[src/rtl/adc128s022_scan_ctrl.sv]
// adc128s022_scan_ctrl: scans a masked set of ADC128S022 channels through a byte-wide SPI master,
// hiding the one-frame result pipeline and emitting channel-tagged 12-bit samples.
module adc128s022_scan_ctrl #(
    parameter int CS_SETUP_CLKS = 4,
    parameter int CS_HOLD_CLKS  = 4,
    parameter int GAP_CLKS      = 16
) (
    input  logic        clk,
    input  logic        i_Rst_L,
    input  logic [7:0]  i_Ch_Mask,
    input  logic        i_Start,
    input  logic        i_Continuous,
    output logic        o_Busy,
    output logic [7:0]  o_TX_Byte,
    output logic        o_TX_DV,
    input  logic        i_TX_Ready,
    input  logic        i_RX_DV,
    input  logic [7:0]  i_RX_Byte,
    output logic        o_ADC_CS_n,
    output logic        o_Sample_Valid,
    output logic [2:0]  o_Sample_Ch,
    output logic [11:0] o_Sample_Data,
    output logic        o_Scan_Done
);
    localparam int MAX_CLKS = (CS_SETUP_CLKS > CS_HOLD_CLKS)
                            ? ((CS_SETUP_CLKS > GAP_CLKS) ? CS_SETUP_CLKS : GAP_CLKS)
                            : ((CS_HOLD_CLKS > GAP_CLKS) ? CS_HOLD_CLKS : GAP_CLKS);
    localparam int CW = (MAX_CLKS < 1) ? 1 : $clog2(MAX_CLKS + 1);
    localparam logic [CW-1:0] SETUP_LAST = CW'((CS_SETUP_CLKS > 0) ? CS_SETUP_CLKS - 1 : 0);
    localparam logic [CW-1:0] HOLD_LAST  = CW'((CS_HOLD_CLKS > 0) ? CS_HOLD_CLKS - 1 : 0);
    localparam logic [CW-1:0] GAP_LAST   = CW'((GAP_CLKS > 0) ? GAP_CLKS - 1 : 0);

    typedef enum logic [3:0] {
        IDLE, CS_SETUP, SEND_HI, WAIT_HI, SEND_LO, WAIT_LO, FRAME_END, CS_HOLD, GAP
    } state_t;

    state_t        state, state_d;
    logic [CW-1:0] cnt, cnt_d;
    logic [7:0]    mask_q, mask_d, rem, rem_d;
    logic [2:0]    cur_ch, cur_d, prev_ch, prev_d, ch_d;
    logic          first, first_d, last, last_d;
    logic [3:0]    hi, hi_d;
    logic [11:0]   data_d;
    logic          cs_n_d, busy_d, valid_d, done_d, launch;
    logic [2:0]    lo_in, lo_rem, lo_mask;

    function automatic logic [2:0] lowest(input logic [7:0] m);
        lowest = 3'd0;
        for (int i = 7; i >= 0; i--)
            if (m[i]) lowest = 3'(i);
    endfunction

    assign lo_in   = lowest(i_Ch_Mask);
    assign lo_rem  = lowest(rem);
    assign lo_mask = lowest(mask_q);

    // rem holds enabled channels not yet addressed; once empty the dummy frame re-addresses the lowest
    always_comb begin
        state_d = state;
        cnt_d = cnt;
        mask_d = mask_q;
        rem_d = rem;
        cur_d = cur_ch;
        prev_d = prev_ch;
        first_d = first;
        last_d = last;
        hi_d = hi;
        cs_n_d = o_ADC_CS_n;
        busy_d = o_Busy;
        valid_d = 1'b0;
        done_d = 1'b0;
        ch_d = o_Sample_Ch;
        data_d = o_Sample_Data;
        o_TX_DV = 1'b0;
        o_TX_Byte = 8'h00;
        launch = 1'b0;
        case (state)
            IDLE: launch = i_Start && |i_Ch_Mask;
            CS_SETUP: begin
                cnt_d = cnt + 1'b1;
                if (cnt == SETUP_LAST) begin
                    cnt_d = '0;
                    state_d = SEND_HI;
                end
            end
            SEND_HI: begin
                o_TX_Byte = {2'b00, cur_ch, 3'b000};
                o_TX_DV = i_TX_Ready;
                state_d = i_TX_Ready ? WAIT_HI : SEND_HI;
            end
            WAIT_HI: if (i_RX_DV) begin
                hi_d = i_RX_Byte[3:0];
                state_d = SEND_LO;
            end
            SEND_LO: begin
                o_TX_DV = i_TX_Ready;
                state_d = i_TX_Ready ? WAIT_LO : SEND_LO;
            end
            WAIT_LO: if (i_RX_DV) begin
                valid_d = ~first;
                if (!first) begin
                    ch_d = prev_ch;
                    data_d = {hi, i_RX_Byte};
                end
                state_d = FRAME_END;
            end
            FRAME_END: begin
                if (last) begin
                    cnt_d = '0;
                    state_d = CS_HOLD;
                end else begin
                    prev_d = cur_ch;
                    first_d = 1'b0;
                    last_d = ~|rem;
                    cur_d = |rem ? lo_rem : lo_mask;
                    rem_d = rem & ~(8'd1 << lo_rem);
                    state_d = SEND_HI;
                end
            end
            CS_HOLD: begin
                cnt_d = cnt + 1'b1;
                if (cnt == HOLD_LAST) begin
                    cnt_d = '0;
                    cs_n_d = 1'b1;
                    done_d = 1'b1;
                    busy_d = i_Continuous;
                    state_d = i_Continuous ? GAP : IDLE;
                end
            end
            GAP: begin
                cnt_d = cnt + 1'b1;
                if (cnt == GAP_LAST) begin
                    cnt_d = '0;
                    launch = i_Continuous && |i_Ch_Mask;
                    busy_d = launch;
                    state_d = IDLE;
                end
            end
            default: state_d = IDLE;
        endcase
        if (launch) begin
            mask_d = i_Ch_Mask;
            rem_d = i_Ch_Mask & ~(8'd1 << lo_in);
            cur_d = lo_in;
            first_d = 1'b1;
            last_d = 1'b0;
            cnt_d = '0;
            cs_n_d = 1'b0;
            busy_d = 1'b1;
            state_d = CS_SETUP;
        end
    end

    always_ff @(posedge clk or negedge i_Rst_L) begin
        if (!i_Rst_L) begin
            state <= IDLE;
            cnt <= '0;
            mask_q <= '0;
            rem <= '0;
            cur_ch <= '0;
            prev_ch <= '0;
            first <= 1'b0;
            last <= 1'b0;
            hi <= '0;
            o_ADC_CS_n <= 1'b1;
            o_Busy <= 1'b0;
            o_Sample_Valid <= 1'b0;
            o_Sample_Ch <= '0;
            o_Sample_Data <= '0;
            o_Scan_Done <= 1'b0;
        end else begin
            state <= state_d;
            cnt <= cnt_d;
            mask_q <= mask_d;
            rem <= rem_d;
            cur_ch <= cur_d;
            prev_ch <= prev_d;
            first <= first_d;
            last <= last_d;
            hi <= hi_d;
            o_ADC_CS_n <= cs_n_d;
            o_Busy <= busy_d;
            o_Sample_Valid <= valid_d;
            o_Sample_Ch <= ch_d;
            o_Sample_Data <= data_d;
            o_Scan_Done <= done_d;
        end
    end
endmodule

[config.mk]
export PLATFORM = sky130hd
export DESIGN_NAME = adc128s022_scan_ctrl
export DESIGN_NICKNAME = d
export VERILOG_FILES = /design/src/rtl/adc128s022_scan_ctrl.sv
export SDC_FILE = /design/constraint.sdc
export NUM_CORES = 1
export LEC_CHECK = 0
export BUFFER_PORTS_ARGS = -buffer_cell sky130_fd_sc_hd__buf_2
export CAP_MARGIN = 40
export CORE_UTILIZATION = 40
export DETAILED_ROUTE_END_ITERATION = 7
export GPL_ROUTABILITY_DRIVEN = 0
export PLACE_DENSITY = 0.7
export SYNTH_ARGS = -nofsm -noshare
export SYNTH_HDL_FRONTEND = slang
export SYNTH_SLANG_ARGS = --single-unit
[constraint.sdc]
create_clock -name clk -period 2.05 [get_ports clk]
set_input_delay 0.41 -clock clk [delete_from_list [all_inputs] [get_ports clk]]
set_output_delay 0.41 -clock clk [all_outputs]
set_load 0.01 [all_outputs]
==> flow_summary.ini, run 1 <==
[route]
vias = 2313
ant_nets = 0
finalWirelength_um = 6274
drc = 0
first_pass_iters = 4
via_per_inst = 5.354
wl_per_cell_um = 14.52
drt_iter0_drc = 92

[floorplan]
die_area_mm2 = 0.007301
die-height_um = 85.45
core_mm2 = 0.006756
start_util_pct = 41.22
io_pins = 50
dieWidth_um = 85.45
row_count = 30

[setup_path]
arrival_ps = 2290
critPathKind = flop to flop
path_max_fanout = 6
startpoint_type = flop
end_kind = flop
worstPathRequired_ps = 2250

[clock_network]
cts.clk_slew.worst_paths_ps = 100
cts_made_buffers = 5
cts_sinks = 56
cts_tree = yes
clockRootBuffer = clkbuf_8
clk_latency_ps = 310
cts_buffer_depth = 2
cts-hold-fix-buffers = 0
htreeDepth = 2

[sta]
finalHoldViolations = 0
drv_slew = 0
timing.hold.ws_ps = 44.51
clock_skew_ps = 4.417
fmax_ghz = 0.4789
setup_viol = 3
finalCriticalPeriod_ps = 2088
rsz0062_at_grt = yes
setup_slack_ps = -38.28
min_period_over_period_pct = 101.9

[outcome]
violations = setup timing
status = finished with violations

[placement]
dp_hpwl_um = 4462
placed_cells = 415
place_area_mm2 = 0.003279
pre_cts_ws_ps = -110.5
port_buffers = 44

[layout]
fin_cells = 432
fin_area_mm2 = 0.003527
syn_to_final_growth_pct = 26.64
layout_common_cells = dfrtp_1, buf_2, buf_4
drive_gt1_share_pct = 39.49
fin_nets = 376
antennaDiodeCount = 0
final_common_cell = dfrtp_1

[yosys]
ys_warn_count = 0
synth_flop_cell = dfrtp_1
synth_top_family_by_area = simple AND/OR/NAND/NOR gates
ys_seq_area_share_pct = 50.36
yosysUniqueCellTypes = 49
synth_area_mm2 = 0.002785
synth_cells = 269
synthAdderAreaFrac_pct = 1.348
synth_compound_area_share_pct = 13.88
synthSimpleGateAreaFrac_pct = 17.52
synthMuxAreaShare_pct = 10.92
synth_area_per_cell_um2 = 10.35
synth_xor_area_share_pct = 0.3145
synthArstFlopShare_pct = 100.0
synth.ff_latch_count = 56
synth_edf_count = 0

[global_route]
gr-usage-all-layers_pct = 18.29
grt_pass1_wl_um = 10460
grt_max_degree = 38
grt_pass1_vias = 2216
grt_overflow = 0
antenna_found_initial = 0

[power]
leakage_uw = 0.001715
power_density_mw_per_mm2 = 1352
ir_drop_mv = 0.6830

[job]
drv_cap = 0

[hold_path]
hp-class = input pin to async pin
## final timing paths
kind / startpoint / end / slack [ps] / depth (start not counted)
worst max-delay path: cnt[0] / mask_q[6] / -40 / 8
worst min-delay path: i_Rst_L / o_Sample_Data[4] / 40 / 1
worst max register to register: cnt[0] / mask_q[6] / -40 / 8
worst min register to register: prev_ch[1] / prev_ch[1] / 490 / 2
max in group asynchronous: i_Rst_L / o_ADC_CS_n / 1380 / 2
min in group clk: i_RX_Byte[5] / o_Sample_Data[5] / 320 / 2
## state kept, by name, summed over array words and instances (netlist names)
register and count:
rem 8, state 4, first 1, o_Sample_Valid 1, o_Sample_Data 12, o_Scan_Done 1, cnt 5, hi 4
mask_q 8, cur_ch 3, last 1, o_Sample_Ch 3, prev_ch 3, o_Busy 1, o_ADC_CS_n 1
## cells in the mapped netlist, types with 3 or more instances
library cell / instances / area, µm²
nor2_1: 20 / 75.07
a21oi_1: 11 / 55.05
o21ai_0: 16 / 80.08
nand2b_1: 3 / 18.77
nand3_1: 9 / 45.04
and3_1: 3 / 18.77
nor4_1: 4 / 25.02
and2_1: 4 / 25.02
buf_6: 3 / 33.78
or3_1: 3 / 18.77
mux2_2: 27 / 304.0
buf_2: 6 / 30.03
a31oi_1: 5 / 31.28
o311ai_0: 4 / 35.03
buf_4: 5 / 37.54
o31ai_1: 3 / 22.52
inv_1: 12 / 45.04
nor2b_1: 3 / 18.77
dfrtp_1: 55 / 1376
ha_1: 3 / 37.54
nor3_1: 8 / 40.04
o211ai_1: 4 / 30.03
nand2_1: 28 / 105.1
## critical path, stage by stage, from the launching register on
cell     delay, ps
dfrtp_1        400
ha_2           190
and3_4         190
ha_4           160
and3_4         160
a21oi_2        200
or3_4          230
buf_4          130
mux2_2         320
## report_power, final
group,switching [µW],internal [µW]
clock,377,284
combinational,1080,1110
sequential,348,1580
total,1800,2970
## repair_timing
| action | 4_1_cts | 5_1_grt |
|---|---|---|
| setup buffers | 4 | 3 |
| cloned | 2 | 0 |
| gates resized for setup | 16 | 6 |
| pin swaps | 2 | 3 |
| setup endpoints to repair | 19 | 26 |
## layer usage
metal | part of all wire, % | up-vias | track usage (%)
met2 | 49 | 68 | 30.33
met4 | 0.48 | 0 | 5.455
met5 | 0 | - | 0
li1 | - | 1136 | -
met1 | 45 | 1107 | 23.82
met3 | 5.3 | 2 | 4.377
## stage by stage
step	TNS [ps]	total power [µW]	utilization (%)
6_report	-91.60	4769	52.20
5_1_grt	-705.9	5138	52.20
4_1_cts	-358.8	4718	51.59
3_5_place_dp	-709.8	3947	48.54
3_3_place_gp	-148.1	3867	48.54
2_1_floorplan	0	3209	-
## logic make-up after synthesis
group,count (synthesis)
AND/OR/NAND/NOR,95
AO/OA/AOI/OAI,58
flip-flops,56
buffers and inverters,28
multiplexers,27
adder cells (fa/ha/maj),3
other,1
XOR/XNOR,1
## final cells by class
type                    instances  area [µm²]
clock inverters                 2       17.52
multi-input cells             191        1326
repair buffers                 85       551.8
clock buffers                   6       82.58
well taps                      80       100.1
fillers                       603        3229
flip-flops and latches         56        1404
inverters                      12       45.04
(Power assumes the default switching activity.)
==> run 2: changes to the inputs <==
--- a/config.mk
+++ b/config.mk
@@ -10,6 +10,7 @@
 export CORE_UTILIZATION = 40
 export DETAILED_ROUTE_END_ITERATION = 7
 export GPL_ROUTABILITY_DRIVEN = 0
+export GPL_TIMING_DRIVEN = 0
 export PLACE_DENSITY = 0.7
 export SYNTH_ARGS = -nofsm -noshare
 export SYNTH_HDL_FRONTEND = slang
==> run 2 against run 1 <==
Register-to-register slack got worse by 30 ps; first-iteration DRC count rose by 23%; routed wire length decreased by 7.1%; the flow still finishes with violations (setup timing); critical path depth unchanged; combinational power is 7% lower; non-clock buffer count fell by 20.
==> flow_summary.ini, run 2 (synthesized netlist as in run 1, its figures left out) <==
[outcome]
status = finished with violations
violations = setup timing

[sta]
finalCriticalPeriod_ps = 2119
fmax_ghz = 0.4718
finalHoldViolations = 0
rsz0062_at_grt = yes
worst_pin_slew_ps = 663.2
slew_headroom_pct = 55.78
clock_skew_ps = 14.97
setup_slack_ps = -69.45
min_period_over_period_pct = 103.4
setup_viol = 14
drv_slew = 0

[layout]
largest_reg_flops = 12
fin_nets = 354
fillers = 636
register_area_mm2 = 0.001403
fin_area_mm2 = 0.003376
final_common_cell = dfrtp_1
regMostFlops = o_Sample_Data
reg_top3 = o_Sample_Data x12, mask_q x8, rem x8
postLayoutCoreUtil_pct = 49.96
antennaDiodeCount = 0
multiInputGateArea_mm2 = 0.001324
syn_to_final_growth_pct = 21.20
drive_gt1_share_pct = 35.15
layout_common_cells = dfrtp_1, buf_2, nand2_1

[hold_path]
hp-class = input pin to async pin

[setup_path]
arrival_ps = 2320
critPathKind = flop to flop
end_kind = flop
timing.reg2reg.setup_slack_ps = -70
path_max_fanout = 10
startpoint_type = flop
worstPathRequired_ps = 2250

[floorplan]
dieWidth_um = 85.45
die-height_um = 85.45
core_mm2 = 0.006756
row_count = 30
start_util_pct = 41.22
io_pins = 50
die_area_mm2 = 0.007301

[power]
leakage_uw = 0.001611
power_density_mw_per_mm2 = 1378
ir_drop_mv = 0.5755

[global_route]
antenna_found_initial = 0
grt_pass1_vias = 2147
grt_overflow = 0
grt_max_degree = 30
gr-usage-all-layers_pct = 17.57
grt_pass1_wl_um = 10080

[placement]
dp_hpwl_um = 4347
place_area_mm2 = 0.003141
port_buffers = 44

[clock_network]
cts_buffer_depth = 2
cts_sinks = 56
cts-hold-fix-buffers = 0
cts_tree = yes
cts.clk_slew.worst_paths_ps = 110
htreeDepth = 2
clockRootBuffer = clkbuf_8
clk_latency_ps = 320
cts_made_buffers = 5

[route]
wl_per_cell_um = 14.21
drc = 0
via_per_inst = 5.334
drt_iter0_drc = 113
ant_nets = 0
vias = 2187
finalWirelength_um = 5826
first_pass_iters = 4

[job]
drv_cap = 0
run 2: cell types whose count changed in the layout (fill, tap and decap cells not counted), moves of 2 or more:
cell      delta
o311ai_1     -2
o21ai_1      +4
clkbuf_1     +2
buf_4       -26
or3_4        -2
o311ai_0     +2
o21ai_0      -4
buf_6        -2
buf_8        +2
buf_2        +4
run 2: metal layers:
layer  up-vias  global-route usage (%)  wire [µm]
met4         0                   4.848         51
met2        45                   29.45       2927
met5         -                       0          0
li1       1078                       -          -
met1      1058                   22.67       2620
met3         6                   4.377        227
run 2: layout make-up:
| type | count | share of cell area (%) |
|---|---|---|
| Tap cell | 80 | 2.965 |
| Buffer | 16 | 3.632 |
| Clock inverter | 2 | 1.149 |
| Sequential cell | 56 | 41.55 |
| Multi-Input combinational cell | 189 | 39.21 |
| Timing Repair Buffer | 49 | 8.006 |
| Inverter | 12 | 1.334 |
| Clock buffer | 6 | 2.150 |
run 2: power breakdown:
group / switching (µW) / total [µW] / internal, µW
Sequential: 328 / 1900 / 1570
Clock: 362 / 731 / 370
Combinational: 1060 / 2020 / 961
Total: 1750 / 4650 / 2900
run 2: through the flow:
step | TNS, ps | setup WS [ps] | hold WS (ps) | power (µW) | std cells
final | -407.5 | -69.45 | 114.0 | 4653 | 410
after global routing | -2423 | -161.7 | 146.2 | 5028 | 410
after CTS | -156.1 | -43.99 | 131.4 | 4613 | 409
after detailed placement | -2331 | -173.8 | 467.6 | 3791 | 398
after global placement | -1830 | -166.1 | 460.3 | 3711 | 397
after floorplan | 0 | 41.27 | 114.4 | 3209 | 273
run 2: final timing paths:
kind	cells past startpoint	from	endpoint
min in group clk	2	i_RX_Byte[6]	o_Sample_Data[6]
worst min-delay path	1	i_Rst_L	first
worst max register to register	8	cnt[0]	cur_ch[2]
max in group asynchronous	2	i_Rst_L	o_ADC_CS_n
worst max-delay path	8	cnt[0]	cur_ch[2]
worst min register to register	2	prev_ch[0]	prev_ch[0]
run 2: repair_timing:
| item | CTS | global route |
|---|---|---|
| cloned | 0 | 0 |
| gates resized for setup | 18 | 10 |
| buffers inserted | 3 | 1 |
| endpoints found under the setup margin | 29 | 37 |
| hold endpoints to repair | 0 | 0 |
| pin swaps | 4 | 4 |
run 2: worst max-delay path, cell delays in order, from the launching register on:
cell	delay, ps
dfrtp_1	370
ha_2	200
and3_4	210
ha_4	140
and3_4	170
a21oi_2	40
or3_4	350
buf_4	190
a311o_1	310
==> run 3: changes to the inputs <==
==> config.mk (replaced) <==
export PLATFORM = sky130hd
export DESIGN_NAME = adc128s022_scan_ctrl
export DESIGN_NICKNAME = d
export VERILOG_FILES = /design/src/rtl/adc128s022_scan_ctrl.sv
export SDC_FILE = /design/constraint.sdc
export NUM_CORES = 1
export LEC_CHECK = 0
export BUFFER_PORTS_ARGS = -buffer_cell sky130_fd_sc_hd__buf_4
export CAP_MARGIN = 40
export CORE_UTILIZATION = 50
export DETAILED_ROUTE_END_ITERATION = 7
export GPL_ROUTABILITY_DRIVEN = 0
export GPL_TIMING_DRIVEN = 0
export PLACE_DENSITY = 0.83
export SKIP_CTS_REPAIR_TIMING = 1
export SYNTH_ARGS = -nofsm -noshare
export SYNTH_HDL_FRONTEND = slang
export SYNTH_SLANG_ARGS = --single-unit
==> run 3 against run 2 <==
Hold slack better by 26 ps; largest power group unchanged; the run still ends with setup timing left; fmax down 2.3%; combinational power up 9%; sequential share of layout area shrank 1.1 points; clock power is 18% lower; non-clock buffer count is 1 lower; total power is 1.5% higher; critical endpoint is now cur_ch[1].
==> flow_summary.ini, run 3 (synthesized netlist as in run 1, its figures left out) <==
[sta]
slew_headroom_pct = 54.22
rsz0062_at_grt = yes
min_period_over_period_pct = 105.9
fmax_ghz = 0.4608
setup_slack_ps = -120.3
clock_skew_ps = 8.549
finalCriticalPeriod_ps = 2170
setup_viol = 24
finalSetupTns_ps = -1336
finalHoldViolations = 0
worst_pin_slew_ps = 686.6
drv_slew = 0

[route]
first_pass_iters = 4
drc = 0
ant_nets = 0
vias = 2279
finalWirelength_um = 6233
via_per_inst = 5.726
wl_per_cell_um = 15.66
drt_iter0_drc = 106

[setup_path]
r2r_start = cnt[1]
r2r_cells = 9
endpoint = cur_ch[1]
startpoint_type = flop
arrival_ps = 2420
cp-startpoint = cnt[1]
worstPathRequired_ps = 2300
path_max_fanout = 6
critPathKind = flop to flop
timing.reg2reg.setup_slack_ps = -120
end_kind = flop
r2r-end = cur_ch[1]

[job]
drv_cap = 0

[floorplan]
die_area_mm2 = 0.005873
die-height_um = 76.64
io_pins = 50
core_mm2 = 0.005238
start_util_pct = 53.18
row_count = 26
dieWidth_um = 76.64

[power]
swShare_pct = 38.50
ir_drop_mv = 0.7558
power.total_uw = 4723
power_density_mw_per_mm2 = 1361
leakage_uw = 0.001619
intPower_uw = 2905
combPwrFrac_pct = 46.8
power.switching_uw = 1818
pwr-share-clk_pct = 12.7
pwr-share-seq_pct = 40.5

[layout]
final_common_cell = dfrtp_1
fin_nets = 353
largest_reg_flops = 12
drive_gt1_share_pct = 35.37
reg_top3 = o_Sample_Data x12, mask_q x8, rem x8
syn_to_final_growth_pct = 24.62
layout_common_cells = dfrtp_1, buf_4, nand2_1, mux2_2, nor2_1
antennaDiodeCount = 0
fin_cells = 398
register_area_mm2 = 0.001403
fillers = 398
regMostFlops = o_Sample_Data
multiInputGateArea_mm2 = 0.001324
fin_area_mm2 = 0.003471

[outcome]
status = finished with violations
violations = setup timing

[clock_network]
cts_tree = yes
cts_buffer_depth = 2
cts_made_buffers = 5
cts_sinks = 56
htreeDepth = 2
clk_latency_ps = 310
cts.clk_slew.worst_paths_ps = 100
clockRootBuffer = clkbuf_8

[global_route]
grt_pass1_vias = 2053
grt_overflow = 0
gr-usage-all-layers_pct = 20.51
grt_max_degree = 57
grt_pass1_wl_um = 9584
antenna_found_initial = 0

[placement]
port_buffers = 44
placed_cells = 387
dp_hpwl_um = 4205
pre_cts_ws_ps = -190.5
place_area_mm2 = 0.003218

[hold_path]
hp-class = input pin to async pin
run 3: cell count changes in the layout (fill, tap and decap cells not counted), sizes merged:
cell / change
buf: -4
clkbuf: +2
clkinvlp: +2
bufinv: -1
inv: -1
run 3: metrics by stage:
step                utilization (%)  hold WS, ps
finish                        66.27        139.7
global route                  66.27        195.2
CTS                           63.07        159.8
detailed placement            61.44        469.9
global placement              61.44        460.0
floorplan                         -        114.4
run 3: final cells by class:
| class | instances | area share, % |
|---|---|---|
| well taps | 70 | 2.523 |
| clock buffers | 5 | 1.983 |
| plain buffers | 16 | 3.677 |
| flip-flops and latches | 56 | 40.41 |
| multi-input cells | 189 | 38.14 |
| inverters | 12 | 1.406 |
| repair buffers | 48 | 11.39 |
| clock inverters | 2 | 0.4686 |
run 3: how the worst min path moves through the flow:
stage                          start        endpoint  slack [ps]  depth (start not counted)
final                        i_Rst_L  o_Sample_Ch[1]         140                          1
after CTS                    i_Rst_L  o_Sample_Ch[1]         160                          1
after global placement    prev_ch[0]      prev_ch[0]         460                          2
after detailed placement  prev_ch[0]      prev_ch[0]         470                          2
after floorplan              i_Rst_L          cnt[0]         110                          0
after global routing         i_Rst_L          rem[0]         200                          1
run 3: worst max-delay path, stage by stage, from the launching register on:
cell,delay [ps]
dfrtp_1,380
ha_2,220
and3_4,210
ha_4,150
and3_4,170
a21oi_1,40
or3_4,380
buf_8,160
nor4_4,240
a311o_1,160
run 3: layer usage:
metal | vias to the layer above | global-route usage [%] | wire, µm
met5 | - | 0 | 0
met4 | 0 | 6.731 | 126
met3 | 15 | 2.874 | 298
met2 | 84 | 34.68 | 3144
met1 | 1106 | 27.09 | 2663
li1 | 1074 | - | -
run 3: power by group through the flow:
stage,combinational (µW),clock [µW],sequential (µW)
after floorplan,1290,0,1920
after CTS,1960,606,1900
final,2210,602,1910
after global routing,2420,649,1980
after detailed placement,1960,0,1930
after global placement,1890,0,1900
